### src/rtl/dsp_inverse.sv
// Sequential restoring divider recovering the pre-adder value M = (P -/+ C) / A
// from a DSP slice result, with remainder and divide-by-zero flag.
module dsp_inverse #(
    parameter string OPERATION = "ADD"
) (
    input  logic        clk,
    input  logic        rst_n,
    input  logic        in_valid,
    output logic        in_ready,
    input  logic [47:0] P_in,
    input  logic [47:0] C_in,
    input  logic [17:0] A_in,
    output logic        out_valid,
    input  logic        out_ready,
    output logic [47:0] Q,
    output logic [17:0] R,
    output logic        dz
);
    localparam bit IS_SUB = (OPERATION == "SUBTRACT");

    generate
        if (OPERATION != "ADD" && OPERATION != "SUBTRACT") begin : g_cfg_err
            $error("dsp_inverse: OPERATION must be \"ADD\" or \"SUBTRACT\"");
        end
    endgenerate

    typedef enum logic [1:0] {IDLE, PREP, DIV, DONE} state_t;

    state_t      state, state_nx;
    logic [47:0] p_r, c_r, dividend;
    logic [17:0] a_r;
    logic [17:0] rem;
    logic [5:0]  cnt;

    logic [47:0] prep_div;
    logic [18:0] rem_sh;
    logic        rem_ge;
    logic [17:0] rem_nx;

    // Undo the slice's post-adder; carry/borrow out is dropped.
    assign prep_div = IS_SUB ? (p_r + c_r) : (p_r - c_r);

    // The shifted value needs 19 bits, but the kept remainder is < A and fits in 18.
    assign rem_sh = {rem, dividend[cnt]};
    assign rem_ge = (rem_sh >= {1'b0, a_r});
    assign rem_nx = rem_ge ? 18'(rem_sh - {1'b0, a_r}) : rem_sh[17:0];

    always_ff @(posedge clk or negedge rst_n) begin
        if (!rst_n) begin
            state    <= IDLE;
            p_r      <= '0;
            c_r      <= '0;
            a_r      <= '0;
            dividend <= '0;
            rem      <= '0;
            cnt      <= '0;
            Q        <= '0;
            R        <= '0;
            dz       <= 1'b0;
        end else begin
            state <= state_nx;
            case (state)
                IDLE: begin
                    if (in_valid) begin
                        p_r <= P_in;
                        c_r <= C_in;
                        a_r <= A_in;
                    end
                end
                PREP: begin
                    dividend <= prep_div;
                    if (a_r == '0) begin
                        Q  <= '1;
                        R  <= prep_div[17:0];
                        dz <= 1'b1;
                    end else begin
                        rem <= '0;
                        cnt <= 6'd47;
                        dz  <= 1'b0;
                    end
                end
                DIV: begin
                    rem    <= rem_nx;
                    Q[cnt] <= rem_ge;
                    cnt    <= cnt - 6'd1;
                    if (cnt == '0) R <= rem_nx;
                end
                default: ;
            endcase
        end
    end

    always_comb begin
        state_nx  = state;
        in_ready  = 1'b0;
        out_valid = 1'b0;
        case (state)
            IDLE: begin
                in_ready = 1'b1;
                if (in_valid) state_nx = PREP;
            end
            PREP: state_nx = (a_r == '0) ? DONE : DIV;
            DIV:  if (cnt == '0) state_nx = DONE;
            DONE: begin
                out_valid = 1'b1;
                if (out_ready) state_nx = IDLE;
            end
            default: state_nx = IDLE;
        endcase
    end
endmodule
### config.mk
export PLATFORM = sky130hd
export DESIGN_NAME = dsp_inverse
export DESIGN_NICKNAME = d
export VERILOG_FILES = /design/src/rtl/dsp_inverse.sv
export SDC_FILE = /design/constraint.sdc
export NUM_CORES = 1
export LEC_CHECK = 0
export CORE_ASPECT_RATIO = 0.5
export CORE_UTILIZATION = 61
export DETAILED_ROUTE_END_ITERATION = 6
export GPL_ROUTABILITY_DRIVEN = 0
export PLACE_DENSITY = 0.94
export SLEW_MARGIN = 20
export SYNTH_ARGS = -nofsm -noshare
export SYNTH_HDL_FRONTEND = slang
export SYNTH_SLANG_ARGS = --single-unit
### constraint.sdc
create_clock -name clk -period 11.1 [get_ports clk]
set_input_delay 1.11 -clock clk [delete_from_list [all_inputs] [get_ports clk]]
set_output_delay 1.11 -clock clk [all_outputs]
set_load 0.1 [all_outputs]
**Yosys cells after proc, flatten, opt, wreduce, memory -nomap -nowiden**

Cells that the tools add are included.

- Bits in registers: 255
- Bits in latches: 0
- Output and inout bits: 69
- Bits in read-only memories: 0
- Logic and storage cells: 57
- Memories kept: 0
- Input port bits: 118
- RAM bits: 0

- Reduce and logical (&&, ||, !) cells: 10
- Bitwise gates (word level): 0
- Shift-type cells: 0
- Multiply operators: 0
- Div/mod/pow operators: 0
- Magnitude comparators: 3
- Add/sub/neg operators: 3
- Equal/unequal tests: 8
- Muxes and demuxes: 23

Operator list:

| operator | count |
|---|---|
| $pmux 48 s2 | 1 |
| $mux 18 | 4 |
| $pmux 18 s2 | 2 |
| $bwmux 48 | 1 |
| $mux 48 | 1 |
| $sub 48x48->48 | 1 |
| $ge 19x18->1 | 1 |
| $logic_not 18->1 | 1 |
| $sub 18x18->18 | 1 |
| $pmux 6 s2 | 1 |
| $ne 2x2->1 const B | 5 |
| $pmux 2 s4 | 1 |
| $lt 6x7->1 const B | 1 |
| $bmux 1 s6 | 1 |
| $demux 1 s6 | 1 |
| $ge 6x1->1 const B | 1 |
| $logic_not 6->1 | 1 |
| $mux 1 | 6 |
| $mux 2 | 3 |
| $mux 6 | 1 |
| $reduce_and 2->1 | 3 |
| $reduce_and 3->1 | 2 |
| $sub 6x1->6 const B | 1 |
| $eq 2x2->1 const B | 2 |
| other kinds (4) | 4 |

**Logic depth before layout (Yosys ltp)**

Gate-level depths: netlist of run 1.

- Depth after elaboration: 6
- Depth in mapped cells: 18
- Gate-level depth less buffers: 16

**Worst setup path after synthesis of run 1**

Ideal clock, no wire load.

- Path type: register to register
- Start: reg cnt[1]
- End: reg rem[14]
- Path buffers: 2
- Stages on the path, launching flop included: 19
- Path slack: 6.862 ns
- Setup time: 0.095 ns
- Required time: 11.005 ns
- Period minus slack after synthesis: 4.238 ns
- Arrival: 4.143 ns
- Cell sequence: dfrtp_1 -> clkbuf_1 -> clkbuf_1 -> mux2i_1 -> o211ai_1 -> a222oi_1 -> o22ai_1 -> nor4bb_1 -> ha_1 -> inv_1 -> fa_1 -> a21o_1 -> a21oi_1 -> o21ai_0 -> a2111oi_0 -> o311ai_0 -> a41oi_1 -> a21oi_1 -> o31ai_1

- Word-level cells in the longest chain between the ends: 5
- Elaborated cells on any way between the ends: 6
- Those cells by class: add/sub (1); order compare (1); mux (4)

RTL lines:

| what | RTL line | text |
|---|---|---|
| start, declared | 33 | `logic [5:0] cnt;` |
| start signal, assigned | 85 | `cnt <= cnt - 6'd1;` |
| $bmux 1 s6 * | 44 | `assign rem_sh = {rem, dividend[cnt]};` |
| $mux 1 (implied by the code) * | 44 |  |
| $sub 18x18->18 / $ge 19x18->1 (equally long branches) | 46, 45 |  |
| $mux 18 * | 46 | `assign rem_nx = rem_ge ? 18'(rem_sh - {1'b0, a_r}) : rem_sh[17:0];` |
| $pmux 18 s2 * | 62 | `case (state)` |
| end signal, assigned | 83 | `rem <= rem_nx;` |
| end, declared | 32 | `logic [17:0] rem;` |

Mark *: on every way between the ends. The rest lies on a longest branch, timed or not. The select of a mux whose other input is x is not followed.
A chain may end at the register's enable or synchronous reset.

**Final worst setup path of run 1**

- Start: reg cnt[2]
- End: reg R[16]

- Word-level cells in the longest chain between the ends: 6
- Elaborated cells on any way between the ends: 10
- Those cells by class: add/sub (1); order compare (1); eq/ne (1); mux (5); reduce/logical (2)

RTL lines:

| what | RTL line | text |
|---|---|---|
| $bmux 1 s6 | 44 |  |
| $mux 1 (implied by the code) | 44 |  |
| $sub 18x18->18 / $ge 19x18->1 (equally long branches) | 46, 45 |  |
| $mux 18 | 46 |  |
| $mux 18 | 86 | `if (cnt == '0) R <= rem_nx;` |
| $pmux 18 s2 | 62 |  |
| end signal, assigned | 74 | `R <= prep_div[17:0];` |
| end signal, assigned | 86 |  |
| end, declared | 16 | `output logic [17:0] R,` |

Several ways; a longest one is shown, not always the timed one. The select of a mux whose other input is x is not followed.

==> metrics.cfg, run 1 <==
[run_status]
status = finished, violations left
violations = DRC

[cells_and_area]
n_fill_cell = 1517
drive_above_1_share = 0.125
nets = 1951
synthToLayoutAreaGrowth_pct = 18.6
diodes = 0

[clock_network]
clockBufferDepth = 3
cts.sinks = 255
cts_setup_buffers = 0
root_buffer = clkbuf_16
clock_latency_ps = 560
cts_hold_buf = 0
clk_pin_slew_ps = 80
cts_buffers = 24
cts_tree = built
h-tree-depth = 1
cts_resized = 0

[yosys]
synth_simple_gate_area_frac = 0.139
yosys_warnings = 0
ys_ff_latch = 255
synth_xor_area_frac = 0.0200
syn_area_per_cell_um2 = 9.39
synth.area.mux_share = 0.124
async_flop_share = 1.00
ys_seq_area_frac = 0.417
synth_flop_cell = dfrtp_1
syn_area_um2 = 15300
ys_types = 84
synth_fa_ha_area_frac = 0.0598
synth-compound-area-share = 0.192
synthCells = 1632
synth_edf_count = 0
syn_nets = 1822
synth_top_family_by_area = compound AO/OA/AOI/OAI gates

[flow_run]
drv_cap = 0

[worst_hold_path]
hold_path_class = reg2reg
min_path_cells = 1

[grt]
grt.busiest_layer = met2
grt.overflow.total = 0
grtUsageTotal = 0.347
grt_pass1_wl_um = 70700
use_met3 = 0.0649
grtUsageMet1 = 0.466
grt_pass1_vias = 13386
grt_use_met2 = 0.553
antenna_found_initial = 1
grt_start_max_net_pins = 109

[worst_setup_path]
end_kind = flop
worst_r2r_path_depth = 16
setup.worst_path.start_class = flop
cp.required_ps = 11490
critical_path_class = reg2reg
critPathArrivalTime_ps = 6570
cp_max_fo = 25

[sta]
rsz0062_at_grt = false
drv_slew = 0
skew_ps = 22.8
setup_viol_count_final = 0
worst_pin_slew_ps = 1180
setup_tns_ps = 0
relSlewSlack = 0.213
hold_viol = 0
fin_crit_sh = 0.556
period_needed_ps = 6180
fmax_mhz = 162

[drt]
wl_per_cell_um = 21.7
vias = 14082
antenna_left = 0
drc = 18
routed_via_density = 6.67
first_pass_iters = 7
drtIter0Drc = 2228
drt-total-wl_um = 45900

[place]
dp_hpwl_um = 29200
io_buffer_count = 186

[floorplanning]
die-area_um2 = 25800
io_pins = 187
core_area_um2 = 24300
start_util = 0.630
rows = 40
die_x_um = 226
die_y_um = 114

==> registers in the layout, indices dropped and copies added, names as in the netlist <==
register,flops
a_r,18
c_r,48
dz,1
rem,18
p_r,48
R,18
Q,48
state,2
cnt,6
dividend,48
==> layout by cell type, fill, tap and decap left out, types with 15 or more instances in the layout <==
master	Yosys	final
nor3_1	23	23
nand4_1	17	17
o31ai_1	18	18
xnor2_1	25	25
dfrtp_1	255	255
ha_1	70	68
a21oi_1	162	162
mux2_2	145	145
o21a_1	18	18
mux2i_1	15	15
nor2_1	148	148
o21ai_0	85	85
nand2_1	121	120
inv_1	102	102
clkbuf_16	0	25
a21o_1	40	40
clkdlybuf4s50_1	0	185
nand3_1	58	58
==> cells by family (layout without fill, tap and decap cells) <==
group                      after synthesis  count (layout)
muxes                                  165             165
xor gates and xnor gates                35              35
DFF                                    255             255
adders and majority gates               72              72
and+or+nand+nor                        452             452
AOI/OAI and AO/OA                      457             457
buffers and inverters                  196             340
==> cell type report <==
class	count	area, µm²	area share
clock buffer	34	719	0.0396
inverter	103	387	0.0213
sequential	255	6380	0.351
tap	336	420	0.0231
clock inverter	7	87.6	0.00482
multi-input combinational	1181	8210	0.452
timing repair buffer	196	1960	0.108
==> metal layers <==
layer / wire, µm / vias up
met3: 5100 / 263
met2: 20600 / 1057
met5: 12 / -
met1: 17500 / 6635
met4: 2590 / 2
li1: - / 6125
==> per-stage QoR <==
stage / area [µm²] / setup slack [ps] / hold WS, ps / cells / utilization
finish: 18200 / 4920 / 496 / 2112 / 0.747
global route: 18200 / 4740 / 502 / 2112 / 0.747
CTS: 18100 / 5490 / 493 / 2111 / 0.746
detailed placement: 17300 / 5580 / 468 / 2070 / 0.713
global placement: 17300 / 5800 / 462 / 2070 / 0.713
floorplan: 15300 / 6860 / 447 / 1632 / -
==> path summary, 6_finish.rpt <==
check,slack (ps),from,to
setup reg to reg,4920,cnt[2],R[16]
hold / removal,500,R[5],R[5]
hold reg to reg,500,R[5],R[5]
max in group asynchronous,9050,rst_n,Q[15]
min in group asynchronous,620,rst_n,c_r[16]
setup / recovery,4920,cnt[2],R[16]
==> Yosys cell counts, drive strengths merged (24+ instances only) <==
| master | count | area share |
|---|---|---|
| nor3 | 24 | 0.0086 |
| xnor2 | 25 | 0.014 |
| dfrtp | 255 | 0.42 |
| inv | 102 | 0.025 |
| a21oi | 164 | 0.054 |
| nor2 | 148 | 0.036 |
| nand3 | 58 | 0.019 |
| o21ai | 88 | 0.029 |
| mux2 | 145 | 0.11 |
| a21o | 40 | 0.020 |
| clkbuf | 77 | 0.019 |
| ha | 70 | 0.057 |
| nand2 | 121 | 0.030 |
==> worst max-delay path, stage by stage, from the launching register on <==
cell,delay [ps]
dfrtp_1,930
mux2_2,420
a22oi_1,230
nor2_1,90
o31ai_1,330
nor4bb_1,860
ha_1,300
inv_1,60
fa_1,390
a21o_1,180
a21oi_1,280
o21ai_0,270
a2111oi_0,650
o31ai_1,160
a31oi_1,240
a21oi_1,100
o21ai_0,510
Power of run 1 is left out: the tool's default activity adds up to more than one toggle a clock period on the data nets, which glitch-free logic cannot reach.
==> run 2, diff against run 1 <==
--- a/config.mk
+++ b/config.mk
@@ -6,10 +6,10 @@
 export NUM_CORES = 1
 export LEC_CHECK = 0
 export CORE_ASPECT_RATIO = 0.5
-export CORE_UTILIZATION = 61
+export CORE_UTILIZATION = 51
 export DETAILED_ROUTE_END_ITERATION = 6
 export GPL_ROUTABILITY_DRIVEN = 0
-export PLACE_DENSITY = 0.94
+export PLACE_DENSITY = 0.85
 export SLEW_MARGIN = 20
 export SYNTH_ARGS = -nofsm -noshare
 export SYNTH_HDL_FRONTEND = slang
==> constraint.sdc (replaced) <==
create_clock -name clk -period 5.65 [get_ports clk]
set_input_delay 0.565 -clock clk [delete_from_list [all_inputs] [get_ports clk]]
set_output_delay 0.565 -clock clk [all_outputs]
set_load 0.1 [all_outputs]
==> run 2 against run 1 <==
  * The flow still finishes with violations (DRC)
  * Core utilization shrank 12 points
  * Cell count grew 2.9%
  * Worst hold slack lost 380 ps
  * Critical path depth grew 1
  * Count of clock-buffer cells in the layout shrank 3
  * Largest cell class unchanged
  * First-iteration DRC count shrank 43%
  * Die area grew 19%
  * Maximum frequency grew 18%
  * Global-route usage shrank 8.5 points
  * Register-to-register slack lost 4500 ps
==> metrics.cfg, run 2 (synthesis results as in run 1) <==
[clock_network]
cts_hold_buf = 0  ; unchanged
cts.sinks = 255  ; unchanged
clock_latency_ps = 530  ; -30 ps
cts_buffers = 25  ; +4.2%
h-tree-depth = 1  ; unchanged
cts_tree = built
cts_setup_buffers = 0  ; unchanged
clockBufferDepth = 3  ; unchanged
cts_resized = 0  ; unchanged
clk_pin_slew_ps = 70  ; about the same
root_buffer = clkbuf_16

[worst_setup_path]
cp.required_ps = 6080  ; -5410 ps
critPathMaxStageDelay_ps = 920  ; about the same
crit_path_frequent_cell = a21oi_1
critical_path_class = reg2reg
setup.worst_path.start_class = flop
crit_slowest_cell = dfrtp_1
path_cells = mux4_2 > nor2_1 > o22a_1 > o22ai_1 > nor4bb_1 > buf_4 > ha_1 > inv_1 > fa_1 > a21o_1 > a21oi_1 > o21ai_0 > a2111oi_0 > o311ai_0 > a41oi_1 > a21oi_1 > o31ai_1
cp.depth = 17  ; +1
critPathArrivalTime_ps = 5670  ; -900 ps
path_delay_family = compound AO/OA/AOI/OAI gates
crit_buf_inv = 2  ; +1
end_kind = flop
worst_r2r_path_depth = 17  ; +1
cp_max_fo = 26  ; +4.0%

[sta]
rsz0062_at_grt = false
setup_tns_ps = 0  ; unchanged
worst_pin_slew_ps = 1110  ; -69.2 ps
fin_ws_ps = 407  ; -4520 ps
setup_viol_count_final = 0  ; unchanged
drv_slew = 0  ; unchanged
skew_ps = 11.9  ; -11.0 ps
period_needed_ps = 5240  ; -932 ps
fmax_mhz = 191  ; +18%
hold_viol = 0  ; unchanged
relSlewSlack = 0.260  ; +0.0470
fin_crit_sh = 0.928  ; +0.372

[floorplanning]
die_y_um = 125  ; +9.2%
die-area_um2 = 30800  ; +19%
start_util = 0.524  ; -0.106
core_area_um2 = 29200  ; +20%
io_pins = 187  ; unchanged
die_x_um = 247  ; +9.3%
rows = 44  ; +10%

[run_status]
status = finished, violations left
violations = DRC

[grt]
grt.overflow.total = 0  ; unchanged
grtUsageTotal = 0.262  ; -0.0849
use_met3 = 0.0556  ; -0.00933
grtUsageMet1 = 0.367  ; -0.0994
grt_start_max_net_pins = 133  ; +22%
grt_use_met2 = 0.404  ; -0.149
antenna_found_initial = 0  ; -1
grt_pass1_vias = 12758  ; -4.7%
grt.busiest_layer = met2
grt_pass1_wl_um = 65600  ; -7.3%

[cells_and_area]
drive_above_1_share = 0.129  ; +0.00400
stdcell_count = 2174  ; +2.9%
final_common_cell = dfrtp_1
n_fill_cell = 2297  ; +51%
layout_common_cells = dfrtp_1, clkdlybuf4s50_1, a21oi_1
fin_util = 0.629  ; -0.118
synthToLayoutAreaGrowth_pct = 20.0
diodes = 0  ; unchanged
nets = 1956  ; +0.26%

[place]
io_buffer_count = 186  ; unchanged
dp_hpwl_um = 28700  ; -1.7%
dp_slack_ps = 519  ; -5060 ps
dp_cells = 2130  ; +2.9%

[drt]
wl_per_cell_um = 18.5  ; -15%
routed_via_density = 6.02  ; -9.7%
drc = 4  ; -14
drt-total-wl_um = 40100  ; -12%
antenna_left = 0  ; unchanged
drtIter0Drc = 1269  ; -43%
first_pass_iters = 7  ; unchanged
vias = 13088  ; -7.1%

[flow_run]
drv_cap = 0  ; unchanged

[worst_hold_path]
hold_path_class = in2async

## run 2: changes by cell type in the layout (fill, tap and decap cells not counted)
cell,before,now
buf_12,0,2
bufinv_16,2,6
buf_4,9,12
clkbuf_1,3,2
buf_16,1,0
clkinv_4,0,1
clkbuf_8,6,4
clkinvlp_4,1,3
clkinv_2,4,3
## run 2: path summary, 6_finish.rpt
| kind | startpoint | endpoint | slack, ps |
|---|---|---|---|
| setup reg to reg | cnt[1] | rem[14] | 410 |
| max in group asynchronous | rst_n | dividend[38] | 4270 |
| hold reg to reg | R[11] | R[11] | 490 |
| min in group clk | R[11] | R[11] | 490 |
| setup / recovery | cnt[1] | rem[14] | 410 |
| hold / removal | rst_n | c_r[16] | 110 |
## run 2: per-layer routing
layer  wire length (µm)  vias up
met5                  0        -
met4               1360        0
met3               3280       95
met2              18000      515
met1              17500     6348
li1                   -     6130
## run 2: final cells by class
cell class                 instances  area, µm²  area share
clock buffer                      31        688      0.0374
sequential                       255       6380       0.347
clock inverter                    13        226      0.0123
timing repair buffer             200       2000       0.109
multi-input combinational       1181       8210       0.447
inverter                         103        387      0.0210
tap                              391        489      0.0266
## run 2: stage by stage
| step | cell area [µm²] | hold WS [ps] |
|---|---|---|
| floorplan | 15300 | 269 |
| global placement | 17500 | 468 |
| detailed placement | 17500 | 474 |
| CTS | 18400 | 157 |
| global route | 18400 | 185 |
| finish | 18400 | 114 |
Power of run 2 is left out for the same reason.
